--- src/rtl/spin_readout.sv ---
// Anneal sequencer and phase readout for the coupled-oscillator array: enables the array, lets it
// settle, counts per-oscillator phase mismatches against oscillator 0 and decodes one spin each.
module spin_readout #(
  parameter int N             = 3,
  parameter int CNT_W         = 16,
  parameter int SETTLE_CYCLES = 64,
  parameter int SYNC_STAGES   = 2
) (
  input  logic             clk,
  input  logic             rst,
  input  logic             start,
  input  logic [CNT_W-1:0] sample_cycles,
  input  logic [N-1:0]     osc_in,
  output logic             osc_rstn,
  output logic             busy,
  output logic [N-1:0]     spins,
  output logic             out_valid,
  input  logic             out_ready
);

  typedef enum logic [2:0] {
    IDLE,
    SETTLE,
    SAMPLE,
    DECIDE,
    HOLD
  } state_t;

  localparam logic [CNT_W-1:0] SETTLE_LAST = CNT_W'(SETTLE_CYCLES - 1);
  localparam logic [CNT_W-1:0] ONE         = CNT_W'(1);

  state_t                             state_q, state_d;
  logic [CNT_W-1:0]                   cnt_q, cnt_d;
  logic [CNT_W-1:0]                   win_q, win_d;
  logic [N-1:0][CNT_W-1:0]            mis_q, mis_d;
  logic [SYNC_STAGES-1:0][N-1:0]      sync_q, sync_d;
  logic [N-1:0]                       spins_q, spins_d;
  logic                               osc_rstn_q, osc_rstn_d;
  logic                               busy_q, busy_d;
  logic                               out_valid_q, out_valid_d;
  logic [N-1:0]                       osc_s;

  assign osc_s = sync_q[SYNC_STAGES-1];

  always_comb begin
    state_d = state_q;
    cnt_d   = cnt_q;
    win_d   = win_q;
    mis_d   = mis_q;
    spins_d = spins_q;
    sync_d  = {sync_q[SYNC_STAGES-2:0], osc_in};

    case (state_q)
      IDLE: begin
        if (start) begin
          win_d   = sample_cycles;
          cnt_d   = '0;
          mis_d   = '0;
          state_d = SETTLE;
        end
      end
      SETTLE: begin
        if (cnt_q == SETTLE_LAST) begin
          cnt_d   = '0;
          // An empty sampling window skips straight to the decision with all counts at zero.
          state_d = (win_q == '0) ? DECIDE : SAMPLE;
        end else begin
          cnt_d = cnt_q + ONE;
        end
      end
      SAMPLE: begin
        for (int i = 1; i < N; i++) begin
          mis_d[i] = mis_q[i] + CNT_W'(osc_s[i] ^ osc_s[0]);
        end
        if (cnt_q == win_q - ONE) begin
          cnt_d   = '0;
          state_d = DECIDE;
        end else begin
          cnt_d = cnt_q + ONE;
        end
      end
      DECIDE: begin
        // {mis, 0} is 2*mis at CNT_W+1 bits; a tie with the window decodes to 0.
        spins_d = '0;
        for (int i = 1; i < N; i++) begin
          spins_d[i] = {mis_q[i], 1'b0} > {1'b0, win_q};
        end
        state_d = HOLD;
      end
      HOLD: begin
        if (out_valid_q && out_ready) begin
          state_d = IDLE;
        end
      end
      default: state_d = IDLE;
    endcase

    osc_rstn_d  = (state_d == SETTLE) || (state_d == SAMPLE) || (state_d == DECIDE);
    busy_d      = (state_d != IDLE);
    out_valid_d = (state_d == HOLD);
  end

  always_ff @(posedge clk) begin
    if (rst) begin
      state_q     <= IDLE;
      cnt_q       <= '0;
      win_q       <= '0;
      mis_q       <= '0;
      sync_q      <= '0;
      spins_q     <= '0;
      osc_rstn_q  <= 1'b0;
      busy_q      <= 1'b0;
      out_valid_q <= 1'b0;
    end else begin
      state_q     <= state_d;
      cnt_q       <= cnt_d;
      win_q       <= win_d;
      mis_q       <= mis_d;
      sync_q      <= sync_d;
      spins_q     <= spins_d;
      osc_rstn_q  <= osc_rstn_d;
      busy_q      <= busy_d;
      out_valid_q <= out_valid_d;
    end
  end

  assign osc_rstn  = osc_rstn_q;
  assign busy      = busy_q;
  assign spins     = spins_q;
  assign out_valid = out_valid_q;

endmodule

--- config.mk ---
export PLATFORM = sky130hd
export DESIGN_NAME = spin_readout
export DESIGN_NICKNAME = d
export VERILOG_FILES = /design/src/rtl/spin_readout.sv
export SDC_FILE = /design/constraint.sdc
export NUM_CORES = 1
export LEC_CHECK = 0
export BUFFER_PORTS_ARGS = -buffer_cell sky130_fd_sc_hd__buf_4
export CELL_PAD_IN_SITES_DETAIL_PLACEMENT = 1
export CELL_PAD_IN_SITES_GLOBAL_PLACEMENT = 1
export CORE_UTILIZATION = 43
export CTS_BUF_LIST = sky130_fd_sc_hd__clkbuf_8
export DETAILED_ROUTE_END_ITERATION = 6
export PLACE_DENSITY_LB_ADDON = 0.05
export SLEW_MARGIN = 20
export SYNTH_ARGS = -nofsm -noshare
export SYNTH_HDL_FRONTEND = slang
export SYNTH_SLANG_ARGS = --single-unit
export TNS_END_PERCENT = 50
--- constraint.sdc ---
create_clock -name clk -period 2.6 [get_ports clk]
set_clock_uncertainty 0.05 [all_clocks]
set_input_delay 0.13 -clock clk [delete_from_list [all_inputs] [get_ports clk]]
set_output_delay 0.13 -clock clk [all_outputs]
set_load 0.03 [all_outputs]
==> impl_metrics.ini, run 1 <==
[status]
status = complete, no violations

[placement]
dpl_cell_area_sq_um = 5090
pre_cts_ws_ns = 0.145
port_buffers = 27
dp_hpwl_microns = 10300
routabilityCongestion = 0.960

[floorplan]
die_h_microns = 107
die-width_microns = 107
coreArea_sq_um = 10500
ios = 29
floorplan.initialDensity_pct = 45.0
die_area_sq_um = 11400
rows = 37

[worst_setup_path]
crit_type = flip-flop to flip-flop
end_kind = flip-flop
cp.required_ns = 2.80
crit_fanout = 15
cp.arrival_ns = 2.64
rr_worst_depth = 10
setup.worst_path.start_class = flip-flop

[sta]
fin_ws_ns = 0.156
rsz0062_at_grt = no
setup_viol = 0
layout_min_cycle_time_ns = 2.44
fmax_ghz = 0.409
whs_ns = 0.0347
worstMarginPinSlew_ns = 0.508
fin_tns_setup_ns = 0
timing.final.crit_share_pct = 94.0
finalMaxSlewViolations = 0
hold_violations = 0
max_slew_margin_pct = 66.0

[logic_synthesis]
synthArstFlopShare_pct = 0
synth_fp_nets = 651
ys_warn_count = 0
synthFlopType = dfxtp_1
synthDistinctLibCells = 58
synth_area_sq_um = 4710
synth_edf_count = 0
syn_area_per_cell_sq_um = 7.96
synth-seq-cells = 78
yosysSeqAreaShare_pct = 33.1
netlist_instances = 592

[power_and_ir_drop]
clockPowerShare_pct = 31.8
leakage_nw = 2.05
switching_share_pct = 29.2
power_frac_comb_pct = 17.9
ir_drop_mv = 0.289
switchingPower_w = 0.000730
seqPwrFrac_pct = 50.3
power_per_cell_area_nw_per_um2 = 458
p_int_w = 0.00177

[worst_hold_path]
min_path_cells = 4
hold_class = input pin to flip-flop

[layout]
area_growth_pct = 15.8
drive_gt1_share_pct = 12.0
nets = 697
final_area_sq_um = 5460
post-route-util_pct = 52.1
diodes = 0

[routing]
firstDrtPassIters = 4
via_per_inst = 5.71
drcViolationCount = 0
detail_route.iter0.violations = 176
drt-wirelength-per-cell_microns = 17.8
dr_total_vias = 4438
postRouteAntennaNets = 0
drt-total-wl_microns = 13800

[grt]
grt_pass1_wl_microns = 22500
antenna_found_initial = 0
track_usage_pct = 25.8
first_global_vias = 4353
gr-total-overflow = 0
grt_max_degree = 36

[run]
max-cap-violations = 0

[clock_tree]
ctsLongestPathBuffers = 2
cts_root_buffer = clkbuf_8
cts_sinks = 78
cts_buffers = 9
htree_levels = 3
clkTransAtPathRegs_ns = 0.07
cts_tree = built
clkLatencyLatePin_ns = 0.37
[power by group through the flow]
stage	registers (W)	logic (W)	clock network (W)
floorplan	0.00127	0.000281	0
CTS	0.00125	0.000436	0.000820
global placement	0.00128	0.000396	0
detailed placement	0.00128	0.000412	0
finish	0.00126	0.000448	0.000794
global route	0.00126	0.000492	0.000864
[final timing paths]
kind                     to  slack, ns  startpoint
setup / recovery   cnt_q[0]       0.16    win_q[1]
hold / removal    out_valid       0.03   out_ready
setup reg to reg   cnt_q[0]       0.16    win_q[1]
hold reg to reg    osc_s[1]       0.39   sync_d[4]
[flip-flops by register name, summed over array words and instances (netlist names), 2 cells and up]
name / cells
state_q: 3
sync_d: 3
mis_q: 32
cnt_q: 16
osc_s: 3
win_q: 16
spins: 2
[worst max-delay path, stage by stage, from the launching register on]
cell and delay [ns]:
dfxtp_1 0.41, inv_1 0.11, ha_1 0.24, nor3b_2 0.19
and3_1 0.22, o21a_1 0.18, o31ai_1 0.24, nand4b_1 0.19
o21ai_2 0.16, buf_4 0.22, o21ai_0 0.12
[cell usage in the layout (no fill, tap or decap), drive strengths merged, types with 3 or more instances in the layout]
master       count
nor3b            4
clkbuf          10
a2111oi          4
nor3            13
o21a             9
nor4             8
mux2             4
xnor2           17
nor2b           13
nand3b           9
or3              7
nand2           63
o21ai           23
a22oi            5
dfxtp           78
dlygate4sd3     19
and3             3
a211oi           7
nand4           26
xor2            20
nand3           34
or2              6
and2             5
o211ai           3
a21oi           59
buf             44
nor2            52
ha              36
mux2i            4
inv             28
[synth_stat cells, types with 13 or more instances]
master	number	area, sq um
a21oi_1	58	290
clkbuf_1	21	78.8
dfxtp_1	78	1560
ha_1	36	450
inv_1	26	97.6
nand2_1	63	236
nand3_1	34	170
nand4_1	26	163
nor2_1	52	195
nor2b_1	13	81.3
nor3_1	13	65.1
o21ai_0	22	110
xnor2_1	17	149
xor2_1	20	175
[what timing repair did]
item | in CTS | in global routing
resized for setup | 0 | 1
endpoints found under the setup margin | 0 | 14
endpoints found under the hold margin | 19 | 0
buffers inserted | 0 | 2
hold buffers | 19 | 0
[through the flow]
stage          instances  total power [W]
2_1_floorplan        592          0.00155
3_3_place_gp         742          0.00168
3_5_place_dp         742          0.00169
4_1_cts              775          0.00251
5_1_grt              777          0.00262
6_report             777          0.00250
[cells by family after synthesis]
group | after synthesis | synth area share, %
simple gates | 254 | 27.8
other cells | 1 | 0.0796
mux | 8 | 1.81
buf+inv | 54 | 4.78
compound gates | 124 | 15.9
xor+xnor | 37 | 6.88
flops | 78 | 33.1
fa+ha+maj | 36 | 9.56
[layout make-up]
class	instances	area, sq um
fill	1299	5010
multi-input combinational	460	2940
sequential	78	1560
timing repair buffer	63	533
tap	136	170
clock buffer	10	138
inverter	26	97.6
clock inverter	4	17.5
[layer usage]
| metal | track usage [%] | share of wire, % | vias up | wire (microns) |
|---|---|---|---|---|
| met3 | 3.89 | 3.6 | 18 | 493 |
| met4 | 8.90 | 1.8 | 0 | 251 |
| met1 | 34.5 | 48 | 2146 | 6680 |
| met2 | 42.1 | 46 | 83 | 6410 |
| met5 | 0 | 0 | - | 0 |
| li1 | - | - | 2191 | - |
Power figures use the tool's default switching activity.
==> run 2, diff against run 1 <==
CORE_UTILIZATION = 35   (was 43)
RECOVER_POWER = 100   (was default)
==> run 2 against run 1 <==
Effect of this change: non-clock buffer count rose by 3; clock power up 5.7%; largest power group unchanged; register-to-register slack better by 0.03 ns; first-iteration DRC count is 14% higher; highest routed layer unchanged; die area is 22% higher.
==> impl_metrics.ini, run 2 (synthesis gave the netlist of run 1 again) <==
[status]
status = complete, no violations

[clock_tree]
cts_tree = built
cts_sinks = 78
ctsLongestPathBuffers = 2
htree_levels = 3
clkLatencyLatePin_ns = 0.38
cts_buffers = 9
cts_root_buffer = clkbuf_8
clkTransAtPathRegs_ns = 0.08

[routing]
postRouteAntennaNets = 0
via_per_inst = 5.36
drt-wirelength-per-cell_microns = 17.2
drcViolationCount = 0
dr_total_vias = 4408
detail_route.iter0.violations = 201
firstDrtPassIters = 5
drt-total-wl_microns = 14200

[sta]
fin_tns_setup_ns = 0
rsz0062_at_grt = no
whs_ns = 0.0531
timing.final.crit_share_pct = 92.9
worstMarginPinSlew_ns = 1.16
fmax_ghz = 0.414
max_slew_margin_pct = 22.6
layout_min_cycle_time_ns = 2.41
hold_violations = 0
setup_viol = 0
finalMaxSlewViolations = 0

[placement]
dp_hpwl_microns = 10600
port_buffers = 27
routabilityCongestion = 0.809

[grt]
first_global_vias = 4474
grt_pass1_wl_microns = 23300
antenna_found_initial = 0
gr-total-overflow = 0
track_usage_pct = 21.4
grt_max_degree = 39

[worst_setup_path]
cp_cell_sequence = xor2_1 -> ha_1 -> ha_1 -> nand3_1 -> or4_4 -> or3_1 -> nand3_1 -> o21a_1 -> nor2_1
end_kind = flip-flop
cp.arrival_ns = 2.59
cp.required_ns = 2.78
crit_type = flip-flop to flip-flop
setup.worst_path.start_class = flip-flop
slowest_delay_ns = 0.55
crit_fanout = 5
cpMaxStageDelayCell = or4_4

[layout]
diodes = 0
reg_top3 = mis_q (32), cnt_q (16), win_q (16)
drive_gt1_share_pct = 10.8
layout_common_cells = dfxtp_1, nand2_1, a21oi_1, nor2_1, ha_1
area_growth_pct = 16.1
nets = 700
layout_commonest_cell = dfxtp_1
largest_reg_flops = 32
largest_register = mis_q

[floorplan]
die_area_sq_um = 13900
die_h_microns = 118
ios = 29
coreArea_sq_um = 13200
rows = 42
floorplan.initialDensity_pct = 35.7
die-width_microns = 118

[power_and_ir_drop]
power_w = 0.00253
leakage_nw = 2.00
power_per_cell_area_nw_per_um2 = 463
ir_drop_mv = 0.172

[worst_hold_path]
hold_class = input pin to flip-flop

[run]
max-cap-violations = 0
run 2: cell count changes in the layout (fill, tap and decap cells not counted), moves of 2 or more:
cell / before / now
and2_1: 5 / 3
buf_4: 43 / 33
clkinvlp_4: 0 / 2
clkbuf_2: 0 / 2
and2_0: 0 / 2
clkbuf_1: 0 / 12
run 2: power breakdown:
part	total (W)	internal [W]	switching, W
combinational	0.000441	0.000190	0.000251
sequential	0.00125	0.00122	0.0000336
clock	0.000839	0.000340	0.000499
run 2: area by class of cell:
| cell class | instances | area [sq um] |
|---|---|---|
| Inverter | 26 | 97.6 |
| Fill cell | 1619 | 7720 |
| Multi-Input combinational cell | 460 | 2930 |
| Sequential cell | 78 | 1560 |
| Timing Repair Buffer | 66 | 493 |
| Clock inverter | 7 | 42.5 |
| Clock buffer | 9 | 124 |
| Tap cell | 176 | 220 |
run 2: stage by stage:
| step | area, sq um | utilization [%] | std cells | setup slack [ns] |
|---|---|---|---|---|
| after detailed placement | 5150 | 39.0 | 785 | 0.0989 |
| after global placement | 5150 | 39.0 | 785 | 0.226 |
| after CTS | 5510 | 41.7 | 820 | 0.0749 |
| after floorplan | 4710 | - | 592 | 0.145 |
| after global routing | 5470 | 41.5 | 822 | 0.0263 |
| final | 5470 | 41.5 | 822 | 0.186 |
run 2: what timing repair did:
action,in CTS,in global routing
setup endpoints to repair,0,15
hold endpoints to repair,19,0
buffers inserted,0,2
hold buffers,19,0
gates resized for setup,0,2
run 2: final timing paths:
check	slack, ns	endpoint	cells past startpoint	startpoint
worst max-delay path	0.19	mis_q[46]	9	osc_s[0]
worst max register to register	0.19	mis_q[46]	9	osc_s[0]
worst min register to register	0.39	osc_s[0]	1	sync_d[3]
worst min-delay path	0.05	out_valid	4	out_ready
run 2: critical path, delay by kind of cell (launching register included):
family	cells	cell delay [ns]
xor+xnor	1	0.16
simple gates	5	1.18
flops	1	0.37
compound gates	1	0.12
fa+ha+maj	2	0.37
run 2: metal layers:
layer	vias to the layer above	global-route usage (%)	part of all wire [%]
li1	2204	-	-
met2	52	33.9	45
met3	12	2.57	2.4
met5	-	0	0
met4	0	7.13	1.3
met1	2140	29.9	51
